<file path="src/rtl/pdcch_fifo_reader.sv">
// Reads a fixed-length frame from an upstream FIFO with one-cycle read latency and
// replays it as an AXI-Stream frame through a 2-entry skid buffer.
module pdcch_fifo_reader #(
  parameter int DATA_WIDTH = 8,
  parameter int LEN_WIDTH  = 16
) (
  input  logic                  aclk,
  input  logic                  reset,
  input  logic                  start,
  input  logic [LEN_WIDTH-1:0]  frame_len,
  input  logic                  fifo_empty,
  output logic                  fifo_rd_en,
  input  logic [DATA_WIDTH-1:0] fifo_data,
  input  logic                  fifo_valid,
  output logic [DATA_WIDTH-1:0] m_axis_tdata,
  output logic                  m_axis_tvalid,
  output logic                  m_axis_tlast,
  input  logic                  m_axis_tready,
  output logic                  busy,
  output logic                  done,
  output logic                  proto_err
);

  typedef enum logic [1:0] {S_IDLE, S_RUN, S_DRAIN, S_DONE} state_t;

  localparam logic [LEN_WIDTH-1:0] LEN_ONE = 1;

  state_t                r_state;
  logic [LEN_WIDTH-1:0]  r_len;
  logic [LEN_WIDTH-1:0]  r_issued;
  logic [LEN_WIDTH-1:0]  r_sent;
  logic [DATA_WIDTH-1:0] r_buf [2];
  logic                  r_head;
  logic [1:0]            r_count;
  logic                  r_inflight;
  logic                  r_done;
  logic                  r_proto_err;

  logic       w_pop;
  logic       w_push;
  logic       w_tail;
  logic [2:0] w_occ;
  logic       w_rd_en;
  logic       w_last;

  assign m_axis_tvalid = (r_count != 2'd0);
  assign m_axis_tdata  = r_buf[r_head];
  assign w_last        = (r_sent == r_len - LEN_ONE);
  assign m_axis_tlast  = m_axis_tvalid & w_last;
  assign w_pop         = m_axis_tvalid & m_axis_tready;
  assign w_push        = fifo_valid & r_inflight;
  assign w_tail        = r_head ^ r_count[0];

  // Occupancy once everything already requested has landed, net of this cycle's pop.
  assign w_occ   = {1'b0, r_count} + {2'b00, r_inflight} - {2'b00, w_pop};
  assign w_rd_en = (r_state == S_RUN) & ~fifo_empty & (r_issued < r_len) & (w_occ < 3'd2);

  assign fifo_rd_en = w_rd_en;
  assign busy       = (r_state != S_IDLE);
  assign done       = r_done;
  assign proto_err  = r_proto_err;

  always_ff @(posedge aclk) begin
    if (!reset) begin
      r_inflight  <= 1'b0;
      r_head      <= 1'b0;
      r_count     <= 2'd0;
      r_proto_err <= 1'b0;
      for (int i = 0; i < 2; i++) r_buf[i] <= '0;
    end else begin
      r_inflight <= w_rd_en;
      if (w_push) r_buf[w_tail] <= fifo_data;
      if (w_pop) r_head <= ~r_head;
      case ({w_push, w_pop})
        2'b10:   r_count <= r_count + 2'd1;
        2'b01:   r_count <= r_count - 2'd1;
        default: r_count <= r_count;
      endcase
      // Unsolicited data is dropped; the flag stays up until reset.
      if (fifo_valid && !r_inflight) r_proto_err <= 1'b1;
    end
  end

  always_ff @(posedge aclk) begin
    if (!reset) begin
      r_state  <= S_IDLE;
      r_len    <= '0;
      r_issued <= '0;
      r_sent   <= '0;
      r_done   <= 1'b0;
    end else begin
      r_done <= 1'b0;
      if (w_pop) r_sent <= r_sent + LEN_ONE;
      case (r_state)
        S_IDLE: begin
          if (start) begin
            if (frame_len != '0) begin
              r_len    <= frame_len;
              r_issued <= '0;
              r_sent   <= '0;
              r_state  <= S_RUN;
            end else begin
              r_done <= 1'b1;
            end
          end
        end
        S_RUN: begin
          if (w_rd_en) begin
            r_issued <= r_issued + LEN_ONE;
            if (r_issued == r_len - LEN_ONE) r_state <= S_DRAIN;
          end
        end
        S_DRAIN: begin
          if (w_pop && w_last) r_state <= S_DONE;
        end
        S_DONE: begin
          r_done  <= 1'b1;
          r_state <= S_IDLE;
        end
        default: r_state <= S_IDLE;
      endcase
    end
  end

endmodule

</file>
<file path="config.mk">
export PLATFORM = sky130hd
export DESIGN_NAME = pdcch_fifo_reader
export DESIGN_NICKNAME = d
export VERILOG_FILES = /design/src/rtl/pdcch_fifo_reader.sv
export SDC_FILE = /design/constraint.sdc
export NUM_CORES = 1
export LEC_CHECK = 0
export CAP_MARGIN = 5
export CORE_UTILIZATION = 35
export DETAILED_ROUTE_END_ITERATION = 10
export GPL_TIMING_DRIVEN = 1
export PLACE_DENSITY = 0.55
export SLEW_MARGIN = 25
export SYNTH_ARGS = -nofsm -noshare
export SYNTH_HDL_FRONTEND = slang
export SYNTH_SLANG_ARGS = --single-unit
export TNS_END_PERCENT = 30
</file>
<file path="constraint.sdc">
create_clock -name aclk -period 5.6 [get_ports aclk]
set_input_delay 1.12 -clock aclk [delete_from_list [all_inputs] [get_ports aclk]]
set_output_delay 1.12 -clock aclk [all_outputs]
set_load 0.005 [all_outputs]
</file>
# Word-level counts from Yosys, hierarchy flattened
# Memories as Yosys holds them, arrays and structs flattened. A register that Yosys moved wholly into a read port is not among the register bits.
# Cells that the tools add are included.
# word_totals
mem_bits_rw	16
out_inout_bits	14
ff_bits	56
word_cells	80
n_memories	1
input_bits	30
# mem_list
name	depth	word_bits	rd	rd_ports_with_merged_regs	wr	line_no	text
r_buf	2	8	1	1	2	32	logic [DATA_WIDTH-1:0] r_buf [2];
# classes
n_eq_ne	12
n_lt_le_gt_ge	2
muxes	27
n_bitwise	9
addsub	7
n_reduce_logical	13
# ops
cell	count
16-bit 2-to-1 mux	7
16-bit by 1-bit adder with 16-bit output (second input constant)	2
16-bit equality test	2
16-bit case mux with 2 select lines	1
16-bit < comparator	1
16-bit nonzero test	1
16-bit by 1-bit subtractor with 16-bit output (second input constant)	1
1-bit 2-to-1 mux	10
2-bit 2-to-1 mux	5
8-bit 2-to-1 mux	1
2-bit inequality test (second input constant)	4
2-bit case mux with 4 select lines	1
2-bit nonzero test	4
8-bit OR reduction	1
1-bit bitwise AND	6
2-bit equality test (second input constant)	3
5-bit AND reduction	1
2-bit by 1-bit equality test with 1-bit output (second input constant)	2
2-bit case mux with 2 select lines	1
4-bit AND reduction	1
2-bit by 1-bit adder with 3-bit output	1
3-bit by 2-bit < comparator with 1-bit output (second input constant)	1
3-bit AND reduction	1
3-bit by 1-bit subtractor with 3-bit output	1
other kinds (9)	11

# Longest topological paths before layout
# Gate-level depths: netlist (run 1).
# logic_depth
ltp_word	7
depth_mapped	15
mapped_depth_nobuf	13

# Least setup slack after synthesis (run 1)
# OpenSTA, ideal clock, no wires.
# synth_timing
path_kind	in2reg
start	in m_axis_tready
end	reg r_issued[15]
path_buffers	1
arrival_time_ns	4.157
path_slack_ns	1.373
t_required_ns	5.529
setup_time_ns	0.071
cell_stages	12
cell_sequence	and2_1 -> clkbuf_1 -> ha_1 -> nand2b_1 -> fa_1 -> xnor2_1 -> nand4_1 -> a221o_1 -> a21oi_1 -> nand4_1 -> or4_1 -> a21oi_1
# synth_via
elab_chain_cells	6
# synth_lines
element	line_no	text
start, declared	18	input logic m_axis_tready,
1-bit bitwise AND	50	assign w_pop = m_axis_tvalid & m_axis_tready;
named net w_pop	39	logic w_pop;
3-bit by 1-bit subtractor with 3-bit output	55	assign w_occ = {1'b0, r_count} + {2'b00, r_inflight} - {2'b00, w_pop};
3-bit by 2-bit < comparator with 1-bit output	56	assign w_rd_en = (r_state == S_RUN) & ~fifo_empty & (r_issued < r_len) & (w_occ < 3'd2);
1-bit bitwise AND	56	
2-bit inequality test (no line)	--	
4-bit AND reduction (no line)	--	
end signal, assigned	109	r_issued <= r_issued + LEN_ONE;
end, declared	30	logic [LEN_WIDTH-1:0] r_issued;
# The timed path passes the listed nets, and every way through them passes these cells.
# A chain may end at the register's enable or synchronous reset.

# Final worst setup path (run 1)
# layout_timing
start	in m_axis_tready
end	out fifo_rd_en
# layout_via
elab_chain_cells	4
# layout_lines
element	line_no	text
1-bit bitwise AND	50	
3-bit by 1-bit subtractor with 3-bit output	55	
3-bit by 2-bit < comparator with 1-bit output	56	
1-bit bitwise AND	56	
end, declared	12	output logic fifo_rd_en,
# No other way between the ends.

==> out/metrics.cfg, run 1 <==
[pwr]
p_sw_share_pct = 34.34
pwr-share-seq_pct = 33.1
p_int_w = 0.001281
vdd_drop_max_uv = 150.9
pwr-share-clk_pct = 32.4
power.density_nw_per_um2 = 355.2
p_leak_nw = 2.032
netSwitchingPower_w = 0.0006699
comb_power_share_pct = 34.5

[synth]
avgSynthCellArea_um2 = 8.837
synth_edf_count = 16
ys_top_cells_by_area = dfxtp_1 25%, edfxtp_1 10%, xnor2_1 7.2%
synth_warnings = 0
netlist_area_um2 = 4622
synth.largest_area_cell = dfxtp_1
synth_seq_area_share_pct = 35.08
syn_nets = 580
synth-seq-cells = 73
yosys.cell_types.count = 56
synth_top_area_share_pct = 24.69
synth_flop_cell = dfxtp_1
ys_async_sr_fraction_pct = 0
synthCells = 523

[setup_path]
worst-path-stages = 10
crit_type = input port to output port
r2r_cells = 13
path_cells = clkdlybuf4s50_1, and2_1, ha_1, nand2b_1, fa_1, xnor2_1, nand4_1, a221o_1, nor2b_1, clkdlybuf4s50_1
crit_top_cell = clkdlybuf4s50_1
cp.buffers_inverters = 2
cp_slowest_stage_delay_ps = 520
start_kind = input port
crit_slowest_cell = clkdlybuf4s50_1
end_kind = output port
worstPathRequired_ps = 4480
crit_family = buffers and inverters
crit_fanout = 3
arrival_ps = 3840

[clock_tree]
clk_latency_ps = 350
clk_root_buffer_cell = clkbuf_16
post_cts_buffers = 0
cts_resized = 0
clkSinkCount = 73
clockBufferDepth = 2
cts_htree_levels = 3
cts_made_buffers = 9
cts_tree = built
cts_hold_buf = 0
clkTransAtPathRegs_ps = 50

[final_layout]
final_common_cell = dfxtp_1
final_nets = 616
stdcell_count = 736
diodes = 0
drive_gt1_share_pct = 7.447
area_growth_pct = 18.81
layout_common_cells = 57 x dfxtp_1, 55 x nand2_1, 43 x nor2_1

[sta]
rsz0062_at_grt = no
drv_slew = 0
fin_tns_setup_ps = 0
period_needed_ps = 4963
slew_headroom_pct = 49.38
max_freq_mhz = 201.5
setup_viol = 0
tightestPinTransition_ps = 758.6
period_share_pct = 88.62
clock-skew-final_ps = 7.111
hold_viol_final = 0

[floorplan]
die_w_um = 116.9
core_area_um2 = 12720
die_y_um = 116.9
start_util_pct = 36.33
core.rowCount = 41
ios = 44
die-area_um2 = 13670

[status]
outcome = finished clean

[placed_design]
port_buffers = 43
dpl.cell_count = 720
hpwlAfterDp_mm = 8.806
place_congestion = 0.8625

[detailed_routing]
via_per_inst = 5.190
drtIter0Drc = 197
totalWireLength_mm = 11.34
num_vias = 3820
ant_nets = 0
dr.pass1.iters = 4
wl_per_cell_um = 15.41
drc = 0

[grt]
antenna_found_initial = 0
grt_usage_pct = 18.17
overflow = 0
grt_pass1_vias = 3675
grt_max_degree = 34
grt_pass1_wl_mm = 18.63

[min_path]
hold_depth = 2
hp-class = flop to flop

[run]
max-cap-violations = 0

through the flow:
step / hold slack (ps) / worst slack (ps) / total power (W) / cell area, um2 / util [%]
floorplan: 467.7 / 1373 / 0.001150 / 4622 / -
global placement: 479.0 / 665.2 / 0.001324 / 5166 / 40.61
detailed placement: 494.3 / 644.5 / 0.001329 / 5166 / 40.61
CTS: 501.7 / 629.1 / 0.001969 / 5497 / 43.20
global route: 549.7 / 479.0 / 0.002074 / 5492 / 43.16
finish: 497.7 / 637.4 / 0.001951 / 5492 / 43.16
power groups by stage:
stage          Sequential, W  Combinational (W)  Clock (W)
4_1_cts             0.000646           0.000674   0.000649
2_1_floorplan       0.000614           0.000535          0
3_5_place_dp        0.000658           0.000671          0
6_report            0.000646           0.000673   0.000632
3_3_place_gp        0.000656           0.000668          0
5_1_grt             0.000655           0.000747   0.000672
cells in the mapped netlist (2+ instances only):
cell and n:
clkbuf_1 14, xor2_1 30, nand3_1 16, or4_1 2, a221o_1 3, a21oi_1 19
buf_4 3, mux2i_1 2, o211ai_1 2, nor2_1 43, xnor2_1 38, xnor3_1 2
or3_2 2, a41oi_1 2, nor2b_1 6, and3_1 10, mux2_2 8, o2111ai_1 4
and2_1 22, buf_6 5, o21ai_0 17, nand4_1 22, dfxtp_1 57, and4_1 2
a21boi_0 19, edfxtp_1 16, nor3_1 4, ha_1 26, nor4_2 2, nor4_1 7
nor3b_1 2, a31oi_1 2, or3_1 11, nand2_1 55, inv_1 27
tightest hold or removal path: cells and delay by family (launching register included):
family,cells,cell delay (ps)
muxes,1,50
and+or+nand+nor,1,60
DFF,1,330
area by class of cell:
| class | instances | area [um2] |
|---|---|---|
| inverter | 27 | 101.3 |
| fill | 1322 | 7231 |
| multi-input combinational | 399 | 2753 |
| clock buffer | 10 | 239.0 |
| timing repair buffer | 49 | 470.5 |
| clock inverter | 6 | 91.34 |
| sequential | 73 | 1622 |
| tap | 172 | 215.2 |
layer usage:
layer  track usage (%)  wire length [um]
met1             23.30              5303
met2             29.59              5325
met3             4.892               532
met4             6.076               182
met5                 0                 0
logic make-up (layout without fill, tap and decap cells):
kind of cell / count (synthesis) / after routing / synth area share, %
flops: 73 / 73 / 35.08
compound gates: 78 / 78 / 11.34
xor+xnor: 70 / 70 / 13.86
fa+ha+maj: 27 / 27 / 7.472
mux: 10 / 10 / 2.382
buf+inv: 51 / 92 / 5.360
simple gates: 214 / 214 / 24.50
state kept, by name, indices dropped and copies added, names as in the netlist, named ones only:
signal	count
r_state	2
r_count	2
r_issued	16
done	1
r_buf	16
r_sent	16
r_head	1
r_inflight	1
r_len	16
proto_err	1
path summary, 6_finish.rpt:
path	from	endpoint	slack [ps]
worst min-delay path	r_state[1]	r_state[1]	500
worst min register to register	r_state[1]	r_state[1]	500
worst max-delay path	m_axis_tready	fifo_rd_en	640
worst max register to register	r_count[0]	r_issued[15]	1650
(Power assumes the default switching activity.)
==> run 2, diff against run 1 <==
--- a/config.mk
+++ b/config.mk
@@ -9,7 +9,6 @@
 export CORE_UTILIZATION = 35
 export DETAILED_ROUTE_END_ITERATION = 10
 export GPL_TIMING_DRIVEN = 1
-export PLACE_DENSITY = 0.55
 export SLEW_MARGIN = 25
 export SYNTH_ARGS = -nofsm -noshare
 export SYNTH_HDL_FRONTEND = slang
==> out/metrics.cfg, run 2 (synthesized netlist as in run 1, its figures left out) <==
[status]
outcome = finished clean

[clock_tree]
clk_latency_ps = 350  ; about the same
cts_made_buffers = 9  ; unchanged
clkTransAtPathRegs_ps = 60  ; about the same
cts_tree = built
cts_htree_levels = 3  ; unchanged
cts_resized = 0  ; unchanged
cts_hold_buf = 0  ; unchanged
clockBufferDepth = 2  ; unchanged
post_cts_buffers = 0  ; unchanged
clk_root_buffer_cell = clkbuf_16
clkSinkCount = 73  ; unchanged

[sta]
period_share_pct = 88.73  ; +0.12 points
clock-skew-final_ps = 6.701  ; -0.4098 ps
drv_slew = 0  ; unchanged
max_freq_mhz = 201.2  ; -0.13%
slew_headroom_pct = 40.08  ; -9.3 points
fin_tns_setup_ps = 0  ; unchanged
hold_viol_final = 0  ; unchanged
period_needed_ps = 4969  ; +6.561 ps
rsz0062_at_grt = no
tightestPinTransition_ps = 889.5  ; +130.9 ps
setup_viol = 0  ; unchanged

[setup_path]
worstPathRequired_ps = 4480  ; about the same
crit_fanout = 3  ; unchanged
start_kind = input port
arrival_ps = 3850  ; about the same
crit_slowest_cell = clkdlybuf4s50_1
path_cells = clkdlybuf4s50_1, and2_1, ha_1, nand2b_1, fa_1, xnor2_1, nand4_1, a221o_1, nor2b_1, clkdlybuf4s50_1
crit_top_cell = clkdlybuf4s50_1
cp_slowest_stage_delay_ps = 530  ; about the same
end_kind = output port
crit_type = input port to output port

[pwr]
p_leak_nw = 1.995  ; -1.8%
vdd_drop_max_uv = 159.1  ; +5.4%
power.density_nw_per_um2 = 347.3  ; -2.2%

[grt]
antenna_found_initial = 0  ; unchanged
overflow = 0  ; unchanged
grt_max_degree = 34  ; unchanged
grt_pass1_wl_mm = 18.74  ; +0.59%
grt_usage_pct = 18.07  ; -0.11 points
grt_pass1_vias = 3782  ; +2.9%

[placed_design]
dpl.cell_count = 718  ; -0.28%
place_congestion = 0.9046  ; +4.9%
port_buffers = 43  ; unchanged
hpwlAfterDp_mm = 8.700  ; -1.2%

[detailed_routing]
drc = 0  ; unchanged
highest_layer = met4
drt-met1-wl_mm = 5.443  ; +2.6%
met3_length_um = 472  ; -11%
dr.pass1.iters = 5  ; +1
wl_per_cell_um = 15.38  ; -0.18%
num_vias = 3835  ; +0.39%
via_per_inst = 5.225  ; +0.67%
totalWireLength_mm = 11.29  ; -0.45%
wl_met2_mm = 5.195  ; -2.4%
drtIter0Drc = 297  ; +51%
ant_nets = 0  ; unchanged

[floorplan]
die-area_um2 = 13670  ; unchanged
start_util_pct = 36.33  ; unchanged
die_y_um = 116.9  ; unchanged
core_area_um2 = 12720  ; unchanged
die_w_um = 116.9  ; unchanged
core.rowCount = 41  ; unchanged
ios = 44  ; unchanged

[final_layout]
final_nets = 614  ; -0.32%
multi_input_area_um2 = 2753  ; unchanged
drive_gt1_share_pct = 7.117  ; -0.33 points
final_common_cell = dfxtp_1
layout_common_cells = 57 x dfxtp_1, 55 x nand2_1, 43 x nor2_1
num-fill-cells = 1312  ; -0.76%
stdcell_count = 734  ; -0.27%
diodes = 0  ; unchanged
regArea_um2 = 1622  ; unchanged
area_growth_pct = 17.54

[run]
max-cap-violations = 0  ; unchanged

[min_path]
hp-class = flop to flop

==> run 2: cell count changes in the layout (fill, tap and decap cells not counted) <==
cell,delta
buf_4,-2
bufinv_16,-2
clkinvlp_4,+2
inv_6,+4
inv_8,+1
clkinv_4,-3
o21ai_0,-2
clkinv_2,-1
clkbuf_8,-1
o21ai_1,+2
==> run 2: area by class of cell <==
class                           count  share of cell area, %
Tap cell                          172                  3.961
Timing Repair Buffer               47                  8.383
Inverter                           27                  1.865
Multi-Input combinational cell    399                  50.67
Clock inverter                      7                  1.129
Sequential cell                    73                  29.85
Clock buffer                        9                  4.146
==> run 2: routing by layer <==
metal  GRT usage [%]  up-vias
met1           23.33     1833
met4           7.257        0
met2           29.82       84
li1                -     1903
met3           3.347       15
met5               0        -
==> run 2: worst max-delay path: cells and delay by family <==
family	cells	cell delay [ps]
AOI/OAI and AO/OA	1	350
xor gates and xnor gates	1	160
adders and majority gates	2	600
buffers and inverters	2	1000
and+or+nand+nor	4	620
==> run 2: final timing paths <==
path,start,end,slack [ps],depth (start not counted)
hold reg to reg,r_state[1],r_state[1],510,2
setup / recovery,m_axis_tready,fifo_rd_en,630,10
setup reg to reg,r_count[0],r_issued[15],1680,13
hold / removal,r_state[1],r_state[1],510,2
==> run 2: power breakdown <==
part	switching, W	total [W]	leakage [nW]	internal (W)
logic	0.000379	0.000678	1.23	0.000299
clock network	0.000254	0.000563	0.135	0.000309
registers	0.0000683	0.000646	0.628	0.000577
==> run 2: stage by stage <==
stage                     hold slack (ps)  total power (W)  instance area, um2  util, %  worst slack (ps)
after detailed placement            500.6         0.001335                5151    40.49             669.7
after global placement              482.7         0.001330                5151    40.49             672.3
final                               510.2         0.001887                5433    42.70             630.9
after floorplan                     467.7         0.001150                4622        -              1373
after CTS                           509.3         0.001906                5438    42.74             632.9
after global routing                555.7         0.002014                5433    42.70             482.5
